[src/rtl/fosfor_present_pkg.sv]
// Shared definitions for the PRESENT-80 accelerator: bus phase/command codes,
// register map addresses and the cipher's S-box, P-layer and key-schedule helpers.
package fosfor_present_pkg;

   typedef enum logic [1:0] {
      PH_IDLE = 2'b00,
      PH_CMD  = 2'b01,
      PH_LOW  = 2'b10,
      PH_HIGH = 2'b11
   } phase_e;

   localparam logic [3:0] CMD_LATCH = 4'b0001;
   localparam logic [3:0] CMD_READ  = 4'b0010;
   localparam logic [3:0] CMD_WRITE = 4'b0100;
   localparam logic [3:0] CMD_START = 4'b1000;

   localparam logic [7:0] STATE_BASE = 8'h00;
   localparam logic [7:0] TEST_ADDR  = 8'h08;
   localparam logic [7:0] KEY_BASE   = 8'h10;

   localparam int ROUNDS = 31;

   function automatic logic [3:0] sbox(input logic [3:0] x);
      logic [3:0] y;
      case (x)
         4'h0: y = 4'hC;  4'h1: y = 4'h5;  4'h2: y = 4'h6;  4'h3: y = 4'hB;
         4'h4: y = 4'h9;  4'h5: y = 4'h0;  4'h6: y = 4'hA;  4'h7: y = 4'hD;
         4'h8: y = 4'h3;  4'h9: y = 4'hE;  4'hA: y = 4'hF;  4'hB: y = 4'h8;
         4'hC: y = 4'h4;  4'hD: y = 4'h7;  4'hE: y = 4'h1;  default: y = 4'h2;
      endcase
      return y;
   endfunction

   function automatic logic [63:0] s_layer(input logic [63:0] x);
      logic [63:0] y;
      for (int n = 0; n < 16; n++) y[4*n +: 4] = sbox(x[4*n +: 4]);
      return y;
   endfunction

   function automatic logic [63:0] p_layer(input logic [63:0] x);
      logic [63:0] y;
      y[63] = x[63];
      for (int i = 0; i < 63; i++) y[(16*i) % 63] = x[i];
      return y;
   endfunction

   // Produces the next round key from the current one and the round just used.
   function automatic logic [79:0] key_update(input logic [79:0] k, input logic [4:0] rc);
      logic [79:0] y;
      y          = {k[18:0], k[79:19]};
      y[79:76]   = sbox(y[79:76]);
      y[19:15]   = y[19:15] ^ rc;
      return y;
   endfunction

endpackage

[src/rtl/fosfor_present_core.sv]
// PRESENT-80 round engine: holds the cipher state, round key and round counter,
// one round per clock, with a start/busy/done handshake and byte-wise state loads.
module fosfor_present_core
   import fosfor_present_pkg::*;
(
   input  logic        clk,
   input  logic        rst_n,
   input  logic        start,
   input  logic        wr_en,
   input  logic [2:0]  wr_idx,
   input  logic [7:0]  wr_data,
   input  logic [79:0] key,
   output logic [63:0] state,
   output logic        busy,
   output logic        done
);

   logic [63:0] state_q, state_d;
   logic [79:0] work_key_q, work_key_d;
   logic [4:0]  round_ctr_q, round_ctr_d;
   logic        busy_q, busy_d;
   logic        done_q, done_d;

   // round_ctr wraps from 31 to 0, which marks the final key-whitening edge.
   always_comb begin
      state_d     = state_q;
      work_key_d  = work_key_q;
      round_ctr_d = round_ctr_q;
      busy_d      = busy_q;
      done_d      = done_q;
      if (busy_q) begin
         if (round_ctr_q != 5'd0) begin
            state_d     = p_layer(s_layer(state_q ^ work_key_q[79:16]));
            work_key_d  = key_update(work_key_q, round_ctr_q);
            round_ctr_d = round_ctr_q + 5'd1;
         end else begin
            state_d = state_q ^ work_key_q[79:16];
            busy_d  = 1'b0;
            done_d  = 1'b1;
         end
      end else if (start) begin
         work_key_d  = key;
         round_ctr_d = 5'd1;
         busy_d      = 1'b1;
         done_d      = 1'b0;
      end else if (wr_en) begin
         state_d[{wr_idx, 3'b000} +: 8] = wr_data;
      end
   end

   always_ff @(posedge clk) begin
      if (!rst_n) begin
         state_q     <= '0;
         work_key_q  <= '0;
         round_ctr_q <= '0;
         busy_q      <= 1'b0;
         done_q      <= 1'b0;
      end else begin
         state_q     <= state_d;
         work_key_q  <= work_key_d;
         round_ctr_q <= round_ctr_d;
         busy_q      <= busy_d;
         done_q      <= done_d;
      end
   end

   assign state = state_q;
   assign busy  = busy_q;
   assign done  = done_q;

endmodule

[src/rtl/fosfor_present.sv]
// PRESENT-80 accelerator top: nibble-bus decoder, data/address registers, register map
// and output mux. Define FOSFOR_PRESENT_TEST_REG_EN to implement the scratch register at 0x08.
module fosfor_present
   import fosfor_present_pkg::*;
(
   input  logic       Clk_k,
   input  logic       Reset_rn,
   input  logic [1:0] Address_b,
   input  logic [3:0] DataIn_b,
   output logic [7:0] DataOut_b
);

   logic [7:0]  data_q, data_d;
   logic [7:0]  addr_q, addr_d;
   logic [79:0] key_q, key_d;
   logic [63:0] state;
   logic        busy, done;
   logic        start, st_wr_en;
   logic [7:0]  rd_byte;
   phase_e      phase;

   assign phase = phase_e'(Address_b);

`ifdef FOSFOR_PRESENT_TEST_REG_EN
   logic [7:0] test_q, test_d;
`endif

   always_comb begin
      rd_byte = 8'h00;
      for (int i = 0; i < 8; i++)
         if (addr_q == STATE_BASE + 8'(i)) rd_byte = state[8*i +: 8];
      for (int i = 0; i < 10; i++)
         if (addr_q == KEY_BASE + 8'(i)) rd_byte = key_q[8*i +: 8];
`ifdef FOSFOR_PRESENT_TEST_REG_EN
      if (addr_q == TEST_ADDR) rd_byte = test_q;
`endif
   end

   always_comb begin
      data_d   = data_q;
      addr_d   = addr_q;
      key_d    = key_q;
      start    = 1'b0;
      st_wr_en = 1'b0;
`ifdef FOSFOR_PRESENT_TEST_REG_EN
      test_d   = test_q;
`endif
      case (phase)
         PH_LOW:  data_d[3:0] = DataIn_b;
         PH_HIGH: data_d[7:4] = DataIn_b;
         PH_CMD: begin
            case (DataIn_b)
               CMD_LATCH: addr_d = data_q;
               CMD_READ:  data_d = rd_byte;
               CMD_WRITE: begin
                  // The core itself drops state writes while an encryption runs.
                  st_wr_en = (addr_q[7:3] == STATE_BASE[7:3]);
                  for (int i = 0; i < 10; i++)
                     if (!busy && addr_q == KEY_BASE + 8'(i)) key_d[8*i +: 8] = data_q;
`ifdef FOSFOR_PRESENT_TEST_REG_EN
                  if (addr_q == TEST_ADDR) test_d = data_q;
`endif
               end
               CMD_START: start = 1'b1;
               default: ;
            endcase
         end
         default: ;
      endcase
   end

   always_ff @(posedge Clk_k) begin
      if (!Reset_rn) begin
         data_q <= '0;
         addr_q <= '0;
         key_q  <= '0;
      end else begin
         data_q <= data_d;
         addr_q <= addr_d;
         key_q  <= key_d;
      end
   end

`ifdef FOSFOR_PRESENT_TEST_REG_EN
   always_ff @(posedge Clk_k) begin
      if (!Reset_rn) test_q <= '0;
      else           test_q <= test_d;
   end
`endif

   fosfor_present_core u_core (
      .clk     (Clk_k),
      .rst_n   (Reset_rn),
      .start   (start),
      .wr_en   (st_wr_en),
      .wr_idx  (addr_q[2:0]),
      .wr_data (data_q),
      .key     (key_q),
      .state   (state),
      .busy    (busy),
      .done    (done)
   );

   assign DataOut_b = Address_b[1] ? data_q : {6'b0, done, ~busy};

endmodule

[config.mk]
export PLATFORM = sky130hd
export DESIGN_NAME = fosfor_present
export DESIGN_NICKNAME = d
export VERILOG_FILES = /design/src/rtl/fosfor_present_pkg.sv /design/src/rtl/fosfor_present_core.sv /design/src/rtl/fosfor_present.sv
export SDC_FILE = /design/constraint.sdc
export NUM_CORES = 1
export LEC_CHECK = 0
export CAP_MARGIN = 10
export CORE_MARGIN = 3
export CORE_UTILIZATION = 65
export DETAILED_ROUTE_END_ITERATION = 8
export HOLD_SLACK_MARGIN = 0.1
export PLACE_DENSITY = 0.87
export SLEW_MARGIN = 30
export SYNTH_ARGS = -nofsm -noshare
export SYNTH_HDL_FRONTEND = slang
export SYNTH_SLANG_ARGS = --single-unit
[constraint.sdc]
create_clock -name Clk_k -period 6.7 [get_ports Clk_k]
set_input_delay 1.34 -clock Clk_k [delete_from_list [all_inputs] [get_ports Clk_k]]
set_output_delay 1.34 -clock Clk_k [all_outputs]
set_load 0.02 [all_outputs]
==> run metrics <==
status=completed; crit path launch=Address_b[1]; cell family with most CP delay=buffers and inverters; setup bufs post-CTS=0; Worst-Skew Late Latency=0.57 ns; # DRC=0; async set-reset flop share out of synthesis=0%; Root Driver=clkbuf_16; vias in the first global route=14,700; simple-gate share of the synthesized area=14.7%; Seq/Total Area, Yosys=31.0%; synth top area cells=dfxtp_1 (31%), mux2i_1 (9.7%), ha_1 (7.1%); startpoint class of the critical path=input pin; Ports=16; most area-hungry cell type in the Yosys netlist=dfxtp_1; Max Freq=0.218 GHz; initial antenna violation count=1; final hold vios=0; R2R Path End=u_core.state[31]$_SDFFE_PN0P_; Total Wirelength=62,800 µm; dpl hpwl=44,600 µm; crit-path cells=clkdlybuf4s50_1, mux2i_1, clkdlybuf4s50_1; clock sinks=251; area growth from synthesis to layout=7.13%; adder-cell share of the synthesized area=7.09%; most numerous cell on the critical path=clkdlybuf4s50_1; first-pass GRT wire length=92,100 µm; syn avg cell area=8.30 µm²; die height=164 µm; Total GRT Usage=45.6%; Synth Area in Compound Gates=22.9%; Synth Area in XOR/XNOR=5.07%; Vias=15,800; H-tree level count=1; PwrDens=185 mW/mm²; nets@finish=1,986; ANT nets after route=0; Final Wtd Congestion=1.07; Clock Skews=0.0150 ns; top_reg_cell synth=dfxtp_1; DRT iter0 DRCs=2,258; Worst Reg-to-Reg Cells=10; clock transition at the registers of the reported paths=0.06 ns; peak supply drop=0.255 mV; transition time of the tightest slew-check pin=1.02 ns; worst r2r src=addr_q[0]$_SDFFE_PN0P_; period utilization=68.5%; RSZ-0062 raised after global routing=no; post-CTS sizing=0; fin crit period=4.59 ns; Max FO, Critical Path=16; syn_nets=2,055; hold crit path type=flip-flop to flip-flop; Synth Register Bits=251; Setup TNS Final=0 ns; grt ovf=0; total inserted antenna cells=0; WP buf/inv=2; final number of setup-violating endpoints=0; Die ar.=0.0269 mm²; Post-Synthesis Cells=1,955; Tot Pwr=3220 µW; CP endpoint kind=primary output; pre-CTS setup slack=2.18 ns; Starting Density=66.3%; Max-Cap Viols=0; Post-synth EDFFs=0; share of cells above drive strength 1=7.56%; Max clock buf depth=3; CP Class=input pin to primary output; library cells used by synthesis=80; Synth top area share=31.0%; Critical Path RT=5.36 ns; Critical Path Sink=DataOut_b[0]; Mapped Area=0.0162 mm²; router iterations before antenna repair=6; critical path's slowest cell=clkdlybuf4s50_1; largest net degree at the start of global routing=142; Max Slew Vio Count=0; largest family of logic cells by synthesized area=compound AO/OA/AOI/OAI gates; Core Util, Final=71.1%; Num CTS Buffers=27; TritonCTS clock tree=done; post-synthesis mux area share=14.0%; largest stage delay on the critical path=0.93 ns; drt via density=7.09; relative slew slack=32.0%; Final WS setup=2.11 ns; FP Rows=57; port bufs=15; CP Data Arrival Time=3.25 ns; Worst R2R Setup Slack=3.01 ns; P_leak=0.00626 µW; Worst Hold Depth=2; yosys warns=0; DR WL/cell=28.2 µm; core box area=0.0245 mm²; width of the die=164 µm; Levels on crit path=3; CTS hold repair buffers=0
-- worst min-delay path: cells and delay by family (launching register included) --
kind / cells / cell delay, ns
simple gates: 1 / 0.06
flops: 1 / 0.31
compound gates: 1 / 0.06
-- registers in the layout, summed over array words and instances (netlist names), named ones only --
name,flops
data_q,8
u_core.done,1
u_core.work_key_q,80
u_core.busy,1
key_q,80
addr_q,8
u_core.state,64
u_core.round_ctr_q,5
-- worst min-delay path by stage --
stage                            from                      to  slack [ns]
6_report       key_q[76]$_SDFFE_PN0P_  key_q[76]$_SDFFE_PN0P_        0.47
5_1_grt        key_q[76]$_SDFFE_PN0P_  key_q[76]$_SDFFE_PN0P_        0.49
4_1_cts        key_q[76]$_SDFFE_PN0P_  key_q[76]$_SDFFE_PN0P_        0.47
3_5_place_dp   key_q[76]$_SDFFE_PN0P_  key_q[76]$_SDFFE_PN0P_        0.47
3_3_place_gp   key_q[76]$_SDFFE_PN0P_  key_q[76]$_SDFFE_PN0P_        0.45
2_1_floorplan  key_q[76]$_SDFFE_PN0P_  key_q[76]$_SDFFE_PN0P_        0.44
-- placed cells by master, fill, tap and decap left out, drive strengths merged, types with 11 or more instances in the layout --
master	count
o211ai	31
a211oi	88
o21ai	157
a31oi	31
inv	76
nand2b	11
mux2i	158
a21oi	160
dfxtp	251
xnor2	40
ha	92
xor2	54
o22ai	12
nand2	139
clkdlybuf4s50	14
nand3	33
buf	30
a32o	15
mux4	29
clkbuf	33
nor3	28
nor2	239
nor2b	13
-- stage by stage --
stage | hold slack [ns] | instance area [µm²] | std cells
final | 0.472 | 17400 | 2230
after global routing | 0.493 | 17400 | 2230
after CTS | 0.475 | 17400 | 2230
after detailed placement | 0.467 | 16500 | 2181
after global placement | 0.448 | 16500 | 2181
after floorplan | 0.436 | 16200 | 1955
-- metal layers --
layer  global-route usage, %  share of wire, %  up-vias  wire length [µm]
met3                    10.9                13      302              7950
li1                        -                 -     6933                 -
met4                    32.7               9.0        2              5660
met1                    57.6                36     7434             22700
met5                       0             0.021        -                13
met2                    68.2                42     1148             26500
-- synth_stat cells, drive strengths merged, types with 28 or more instances --
library cell / count
xnor2: 40
clkbuf: 102
buf: 40
dfxtp: 251
ha: 92
nor2: 239
inv: 74
o211ai: 31
nand2: 139
a211oi: 88
a21oi: 160
a31oi: 31
mux2i: 158
nor3: 28
o21ai: 157
nand3: 33
mux4: 29
xor2: 54
-- cells by family after synthesis --
kind of cell,count (synthesis)
AO/OA/AOI/OAI,588
AND/OR/NAND/NOR,524
flip-flops,251
buffers and inverters,216
multiplexers,190
XOR/XNOR,94
adder cells (fa/ha/maj),92
-- report_power, final --
group,leakage [µW],total (µW),internal [µW],switching [µW]
Combinational,0.00381,192,54.6,137
Sequential,0.00202,1520,1500,14.2
Clock,0.000430,1520,842,674
-- final cells by class --
type                       count  area, µm²
multi-input combinational   1488      10400
fill                        1937       7080
sequential                   251       5030
clock buffer                  33        749
tap                          324        405
timing repair buffer          44        388
inverter                      74        283
clock inverter                16        140
Note: power is estimated with default switching activity, not from simulation.
